`src/rtl/au_pkg.sv`:
```
// Shared definitions for the 4-bit arithmetic unit and its multi-nibble sequencer:
// AU operation codes and the sequencer state encoding.
package au_pkg;

    localparam logic [2:0] NOP  = 3'd0;
    localparam logic [2:0] ADD  = 3'd1;
    localparam logic [2:0] SUB  = 3'd2;
    localparam logic [2:0] ADDC = 3'd5;
    localparam logic [2:0] SUBC = 3'd6;

    typedef enum logic [1:0] {
        IDLE = 2'd0,
        RUN  = 2'd1,
        DONE = 2'd2
    } seq_state_e;

endpackage

```
`src/rtl/au_seq_ctrl_if.sv`:
```
// Bus between the sequencer (master) and the single combinational 4-bit AU (slave).
interface au_seq_ctrl_if;

    logic [2:0] au_sel;
    logic [3:0] au_a;
    logic [3:0] au_b;
    logic       au_cin;
    logic [3:0] au_out;
    logic       au_cout;
    logic       au_z;

    modport master (
        output au_sel, au_a, au_b, au_cin,
        input  au_out, au_cout, au_z
    );

    modport slave (
        input  au_sel, au_a, au_b, au_cin,
        output au_out, au_cout, au_z
    );

endinterface

```
`src/rtl/au_seq_ctrl.sv`:
```
// Wide add/subtract sequencer: one AU operation per cycle, LS nibble first, carry chained.
// Optional signed-overflow flag is built when AU_SEQ_OVF_EN is defined; otherwise ovf is tied 0.
module au_seq_ctrl
    import au_pkg::*;
#(
    parameter int NIBBLES = 4
) (
    input  logic                   clk,
    input  logic                   rst,
    input  logic                   start,
    input  logic                   op,
    input  logic [4*NIBBLES-1:0]   a,
    input  logic [4*NIBBLES-1:0]   b,
    output logic                   busy,
    output logic                   done,
    output logic [4*NIBBLES-1:0]   result,
    output logic                   cout,
    output logic                   zero,
    output logic                   ovf,
    au_seq_ctrl_if.master          au
);

    localparam int W     = 4 * NIBBLES;
    localparam int IDX_W = $clog2(NIBBLES);

    seq_state_e        state_q, state_d;
    logic [IDX_W-1:0]  idx_q, idx_d;
    logic              carry_q, carry_d;
    logic              zacc_q, zacc_d;
    logic              zero_q, zero_d;
    logic [W-1:0]      result_q, result_d;
    logic [W-1:0]      a_q, a_d;
    logic [W-1:0]      b_q, b_d;
    logic              op_q, op_d;
    logic              last_nib;
`ifdef AU_SEQ_OVF_EN
    logic              ovf_q, ovf_d;
`endif

    assign last_nib = (idx_q == IDX_W'(NIBBLES - 1));

    always_comb begin
        state_d    = state_q;
        idx_d      = idx_q;
        carry_d    = carry_q;
        zacc_d     = zacc_q;
        zero_d     = zero_q;
        result_d   = result_q;
        a_d        = a_q;
        b_d        = b_q;
        op_d       = op_q;
`ifdef AU_SEQ_OVF_EN
        ovf_d      = ovf_q;
`endif
        au.au_sel  = NOP;
        au.au_a    = 4'd0;
        au.au_b    = 4'd0;
        au.au_cin  = 1'b0;

        case (state_q)
            IDLE: begin
                if (start) begin
                    a_d     = a;
                    b_d     = b;
                    op_d    = op;
                    idx_d   = '0;
                    carry_d = 1'b0;
                    zacc_d  = 1'b1;
                    state_d = RUN;
                end
            end
            RUN: begin
                au.au_a   = a_q[{idx_q, 2'b00} +: 4];
                au.au_b   = b_q[{idx_q, 2'b00} +: 4];
                au.au_cin = carry_q;
                if (idx_q == '0) au.au_sel = op_q ? SUB : ADD;
                else             au.au_sel = op_q ? SUBC : ADDC;

                result_d[{idx_q, 2'b00} +: 4] = au.au_out;
                carry_d = au.au_cout;
                zacc_d  = zacc_q & au.au_z;

                if (last_nib) begin
                    zero_d  = zacc_q & au.au_z;
`ifdef AU_SEQ_OVF_EN
                    // Carry into MSB from the bit identity a^b'^r; carry out of MSB is the inverted borrow on subtract.
                    ovf_d   = (a_q[W-1] ^ (b_q[W-1] ^ op_q) ^ au.au_out[3])
                            ^ (au.au_cout ^ op_q);
`endif
                    state_d = DONE;
                end else begin
                    idx_d = idx_q + IDX_W'(1);
                end
            end
            DONE: begin
                state_d = IDLE;
            end
            default: begin
                state_d = IDLE;
            end
        endcase
    end

    always_ff @(posedge clk) begin
        if (rst) begin
            state_q  <= IDLE;
            idx_q    <= '0;
            carry_q  <= 1'b0;
            zacc_q   <= 1'b0;
            zero_q   <= 1'b0;
            result_q <= '0;
        end else begin
            state_q  <= state_d;
            idx_q    <= idx_d;
            carry_q  <= carry_d;
            zacc_q   <= zacc_d;
            zero_q   <= zero_d;
            result_q <= result_d;
        end
    end

    // Operand latches only matter while RUN, so they carry no reset.
    always_ff @(posedge clk) begin
        a_q  <= a_d;
        b_q  <= b_d;
        op_q <= op_d;
    end

`ifdef AU_SEQ_OVF_EN
    always_ff @(posedge clk) begin
        if (rst) ovf_q <= 1'b0;
        else     ovf_q <= ovf_d;
    end
    assign ovf = ovf_q;
`else
    assign ovf = 1'b0;
`endif

    assign busy   = (state_q != IDLE);
    assign done   = (state_q == DONE);
    assign result = result_q;
    assign cout   = carry_q;
    assign zero   = zero_q;

endmodule

```
`src/flat_wrapper.sv`:
```
// flat-port wrapper written by rule: the top's interface ports become plain ports
module au_seq_ctrl_flat import au_pkg::*;
#(
    parameter int NIBBLES = 4
)
  (clk, rst, start, op, a, b, busy, done, result, cout, zero, ovf, au_au_sel, au_au_a, au_au_b, au_au_cin, au_au_out, au_au_cout, au_au_z);
  au_seq_ctrl_if au_i ();
  input  logic clk;
  input  logic rst;
  input  logic start;
  input  logic op;
  input  logic [4*NIBBLES-1:0] a;
  input  logic [4*NIBBLES-1:0] b;
  output logic busy;
  output logic done;
  output logic [4*NIBBLES-1:0] result;
  output logic cout;
  output logic zero;
  output logic ovf;
  output wire logic [$bits(au_i.au_sel)-1:0] au_au_sel;
  output wire logic [$bits(au_i.au_a)-1:0] au_au_a;
  output wire logic [$bits(au_i.au_b)-1:0] au_au_b;
  output wire logic [$bits(au_i.au_cin)-1:0] au_au_cin;
  input wire logic [$bits(au_i.au_out)-1:0] au_au_out;
  input wire logic [$bits(au_i.au_cout)-1:0] au_au_cout;
  input wire logic [$bits(au_i.au_z)-1:0] au_au_z;
  assign au_au_sel = au_i.au_sel;
  assign au_au_a = au_i.au_a;
  assign au_au_b = au_i.au_b;
  assign au_au_cin = au_i.au_cin;
  assign au_i.au_out = au_au_out;
  assign au_i.au_cout = au_au_cout;
  assign au_i.au_z = au_au_z;
  au_seq_ctrl #(.NIBBLES(NIBBLES)) u_core (.clk(clk), .rst(rst), .start(start), .op(op), .a(a), .b(b), .busy(busy), .done(done), .result(result), .cout(cout), .zero(zero), .ovf(ovf), .au(au_i));
endmodule
```
`config.mk`:
```
export PLATFORM = sky130hd
export DESIGN_NAME = au_seq_ctrl_flat
export DESIGN_NICKNAME = d
export VERILOG_FILES = /design/src/rtl/au_pkg.sv /design/src/rtl/au_seq_ctrl_if.sv /design/src/rtl/au_seq_ctrl.sv /design/src/flat_wrapper.sv
export SDC_FILE = /design/constraint.sdc
export NUM_CORES = 1
export LEC_CHECK = 0
export BUFFER_PORTS_ARGS = -buffer_cell sky130_fd_sc_hd__buf_2
export CAP_MARGIN = 20
export CORE_MARGIN = 1.5
export CORE_UTILIZATION = 50
export CTS_CLUSTER_SIZE = 24
export DETAILED_ROUTE_END_ITERATION = 10
export PLACE_DENSITY = 0.87
export SLEW_MARGIN = 20
export SYNTH_ARGS = -nofsm -noshare
export SYNTH_HDL_FRONTEND = slang
export SYNTH_SLANG_ARGS = --single-unit
```
`constraint.sdc`:
```
create_clock -name clk -period 3.3 [get_ports clk]
set_input_delay 0.825 -clock clk [delete_from_list [all_inputs] [get_ports clk]]
set_output_delay 0.825 -clock clk [all_outputs]
set_load 0.05 [all_outputs]
```
==> flow_summary_export.csv <==
group,metric,value,unit
synthesis,synth_cells,180,
synthesis,yosys_register_bits,56,
critical_path,cp.arrival,1950,ps
placed_design,io_buffer_count,73,
synthesis,syn_nets,228,
clock_network,post_cts.resized_instances,0,
sta,hold_viol,0,
sta,rsz_0062_raised_after_global_routing,"false",
global_routing,grt_first_pass_wirelength,7.07,mm
worst_hold_path,worst_min_delay_path_category,"reg2reg",
clock_network,cts_buffer_count,5,
placed_design,pre_cts_ws,545,ps
die,die-area,5160,sq um
critical_path,worstReg2RegEnd,"u_core.result[11]",
clock_network,cts.clk_slew.worst_paths,100,ps
final_layout,area.growth.synth_to_final,20.5,%
clock_network,ctsHtreeMaxLevel,2,
critical_path,timing.critical_path.from,"u_core.idx_q[0]",
critical_path,worstSetupPathDepth,3,
route,drt_first_pass_iters,9,
route,drcViolationCount,1,
critical_path,critical_path_peak_fanout,18,
critical_path,critical_path.slowest_cell,"sky130_fd_sc_hd__dfxtp_2",
critical_path,timing.critical_path.cells,"mux4_1 > and2_1 > buf_2",
placed_design,place.detailed.hpwl,3.11,mm
sta,period_minus_slack,2780,ps
die,fp.dieH,71.9,um
critical_path,setup.worst_path.class,"reg2out",
die,chip_width,71.9,um
sta,fmax,360,MHz
synthesis,syn_avg_cell_area,13.2,sq um
pwr,power.density_cell_area,470,nW/um^2
worst_hold_path,count_of_cells_along_the_worst_hold_path,2,
run,max_cap_violations,0,
critical_path,crit_end,"au_au_a[3]",
placed_design,gp_congestion,0.775,
critical_path,worst_setup_path_start_kind,"register",
clock_network,cts_num_sinks,56,
critical_path,critPathMaxStageDelay,640,ps
critical_path,worstPathRequired,2470,ps
route,drtIter0Drc,96,
critical_path,reg2reg_depth,5,
route,via_count,1646,
pwr,max-vdd-ir-drop,0.393,mV
route,ant_nets,0,
sta,finalCritPeriodShare,0.842,
sta,finalMaxSlewViolations,0,
global_routing,grt_start_max_net_pins,34,
synthesis,synth_area,2370,sq um
synthesis,synth_fa_ha_area_frac,0.0317,
critical_path,critical-path-top-delay-family,"flip-flops",
route,wire_length_after_detailed_routing,4.35,mm
die,pin_count,75,
global_routing,global_route_total_usage_across_every_layer,0.179,
pwr,p_leak,1.16,nW
critical_path,worst-r2r-setup-slack,1350,ps
clock_network,post_cts_setup_buffer_count,0,
synthesis,synth_top_family_by_area,"simple AND/OR/NAND/NOR gates",
final_layout,design_area,2860,sq um
synthesis,seq_area_frac_synth,0.612,
clock_network,cts.path.max_buffers,2,
route,vias_per_cell,5.38,
synthesis,synth-compound-area-share,0.0707,
critical_path,endpoint_kind,"output port",
critical_path,critical_path.reg2reg.startpoint,"u_core.idx_q[0]",
route,drt-wirelength-per-cell,14.2,um
clock_network,ctsHoldBuffers,0,
global_routing,grt.overflow.total,0,
pwr,report.power.total,0.00134,W
die,floorplan.core_area,4440,sq um
final_layout,final_core_utilization,0.643,
sta,skew,7.39,ps
final_layout,share_of_final_layout_standard_cells_stronger_than_drive_strength_1,0.374,
synthesis,post_synth_and_or_nand_nor_area_fraction,0.164,
clock_network,clock_tree.root_cell,"sky130_fd_sc_hd__clkbuf_8",
global_routing,grt_antenna_before_repair,0,
final_layout,final_nets,301,
sta,finalWorstSetupSlack,521,ps
synthesis,post_synth_xor_area_fraction,0,
placed_design,placed_cell_area,2760,sq um
critical_path,worst-path-buf-inv,1,
synthesis,synth.lib_cells_used.distinct,33,
run_status,status,"complete, but fails checks",
run_status,violations,"DRC",
clock_network,clock_insertion_delay_at_the_later_pin_of_the_skew_report,300,ps
die,core.rowCount,24,
global_routing,grt_pass1_vias,1539,
synthesis,synthMuxAreaShare,0.0839,
clock_network,tritoncts,"built",
final_layout,insertedDiodeCount,0,
synthesis,synth_warnings,0,
die,initial_utilization,0.534,
sta,timing.final.setup_violations,0,
sta,finalSetupTns,0,ps
-- how the worst min path moves through the flow --
stage | end | slack [ps] | from
global route | u_core.result[9] | 480 | u_core.result[9]
floorplan | u_core.zero | 460 | u_core.zacc_q
detailed placement | u_core.result[10] | 440 | u_core.result[10]
CTS | u_core.result[10] | 460 | u_core.result[10]
finish | u_core.result[10] | 450 | u_core.result[10]
global placement | u_core.result[11] | 430 | u_core.result[11]
-- sequential cells by signal (all words and copies together), names as in the netlist --
name,count
u_core.a_q,16
u_core.b_q,16
u_core.cout,1
u_core.idx_q,2
u_core.op_q,1
u_core.result,16
u_core.state_q,2
u_core.zacc_q,1
u_core.zero,1
-- logic make-up (layout without fill, tap and decap cells) --
kind of cell | after synthesis | in the layout
compound gates | 31 | 31
fa+ha+maj | 6 | 6
buf+inv | 15 | 89
flops | 56 | 56
mux | 8 | 8
other cells | 1 | 1
simple gates | 63 | 63
-- per-layer routing --
metal | part of all wire | routed length, um | global-route usage | up-vias
met4 | 0.0034 | 15 | 0.0377 | 0
met3 | 0.068 | 296 | 0.0633 | 2
met5 | 0 | 0 | 0 | -
met2 | 0.49 | 2150 | 0.301 | 49
met1 | 0.43 | 1890 | 0.224 | 784
li1 | - | - | - | 811
-- per-stage QoR --
stage / std cells / hold slack, ps
after detailed placement: 298 / 442
after global routing: 306 / 476
final: 306 / 453
after floorplan: 180 / 460
after CTS: 306 / 457
after global placement: 298 / 435
-- synth_stat cells --
| cell type | n | share of area |
|---|---|---|
| sky130_fd_sc_hd__edfxtp_1 | 33 | 0.42 |
| sky130_fd_sc_hd__dfxtp_1 | 23 | 0.19 |
| sky130_fd_sc_hd__a21oi_1 | 19 | 0.040 |
| sky130_fd_sc_hd__nand2_1 | 14 | 0.022 |
| sky130_fd_sc_hd__and2_1 | 10 | 0.026 |
| sky130_fd_sc_hd__nand3_1 | 10 | 0.021 |
| sky130_fd_sc_hd__nand4_1 | 9 | 0.024 |
| sky130_fd_sc_hd__clkbuf_1 | 6 | 0.0095 |
| sky130_fd_sc_hd__ha_1 | 6 | 0.032 |
| sky130_fd_sc_hd__o21ai_0 | 6 | 0.013 |
| sky130_fd_sc_hd__inv_1 | 5 | 0.0079 |
| sky130_fd_sc_hd__mux4_1 | 5 | 0.055 |
| sky130_fd_sc_hd__nor2_1 | 5 | 0.0079 |
| sky130_fd_sc_hd__mux4_2 | 3 | 0.028 |
| sky130_fd_sc_hd__nand3b_1 | 3 | 0.0095 |
| sky130_fd_sc_hd__a31oi_1 | 2 | 0.0053 |
| sky130_fd_sc_hd__and4bb_2 | 2 | 0.011 |
| sky130_fd_sc_hd__nor2b_1 | 2 | 0.0053 |
| sky130_fd_sc_hd__nor4b_4 | 2 | 0.020 |
| sky130_fd_sc_hd__o21bai_1 | 2 | 0.0063 |
| sky130_fd_sc_hd__a211oi_1 | 1 | 0.0032 |
| sky130_fd_sc_hd__a22oi_1 | 1 | 0.0032 |
| sky130_fd_sc_hd__and2b_1 | 1 | 0.0032 |
| sky130_fd_sc_hd__and3_2 | 1 | 0.0032 |
| sky130_fd_sc_hd__and3b_1 | 1 | 0.0037 |
| sky130_fd_sc_hd__buf_12 | 1 | 0.0084 |
| sky130_fd_sc_hd__buf_2 | 1 | 0.0021 |
| sky130_fd_sc_hd__buf_4 | 1 | 0.0032 |
| sky130_fd_sc_hd__buf_6 | 1 | 0.0047 |
| sky130_fd_sc_hd__conb_1 | 1 | 0.0016 |
| sky130_fd_sc_hd__nand2b_1 | 1 | 0.0026 |
| sky130_fd_sc_hd__nor3_1 | 1 | 0.0021 |
| sky130_fd_sc_hd__or2_2 | 1 | 0.0026 |
-- area by class of cell --
type	count	area, sq um
fill	345	1590
sequential	56	1450
clock buffer	5	68.8
timing repair buffer	76	388
multi-input combinational	109	837
inverter	5	18.8
clock inverter	3	26.3
tap	52	65.1
-- worst reg2reg max path, cell delays in order (launching register included) --
cell and delay [ps]:
sky130_fd_sc_hd__dfxtp_2 640, sky130_fd_sc_hd__inv_1 190, sky130_fd_sc_hd__ha_1 430, sky130_fd_sc_hd__nor4b_4 330, sky130_fd_sc_hd__nand3_1 130, sky130_fd_sc_hd__a21oi_1 160
-- where the power goes --
part / total [W] / internal, W / switching, W / leakage (nW)
clock: 0.000380 / 0.000155 / 0.000225 / 0.0487
sequential: 0.000791 / 0.000773 / 0.0000174 / 0.501
combinational: 0.000173 / 0.0000628 / 0.000110 / 0.607
total: 0.00134 / 0.000991 / 0.000353 / 1.16
-- cells in the final DEF, fill, tap and decap left out, types with 2 or more instances in the layout --
master and n:
sky130_fd_sc_hd__a21oi_1 19, sky130_fd_sc_hd__a31oi_1 2, sky130_fd_sc_hd__and2_1 10, sky130_fd_sc_hd__and4bb_2 2
sky130_fd_sc_hd__buf_2 73, sky130_fd_sc_hd__buf_4 3, sky130_fd_sc_hd__clkbuf_8 5, sky130_fd_sc_hd__clkinv_4 2
sky130_fd_sc_hd__dfxtp_1 22, sky130_fd_sc_hd__edfxtp_1 33, sky130_fd_sc_hd__ha_1 6, sky130_fd_sc_hd__inv_1 5
sky130_fd_sc_hd__mux4_1 5, sky130_fd_sc_hd__mux4_2 3, sky130_fd_sc_hd__nand2_1 14, sky130_fd_sc_hd__nand3_1 10
sky130_fd_sc_hd__nand3b_1 3, sky130_fd_sc_hd__nand4_1 9, sky130_fd_sc_hd__nor2_1 4, sky130_fd_sc_hd__nor2b_1 2
sky130_fd_sc_hd__nor4b_4 2, sky130_fd_sc_hd__o21ai_0 6, sky130_fd_sc_hd__o21bai_1 2
Note: power is estimated with default switching activity, not from simulation.
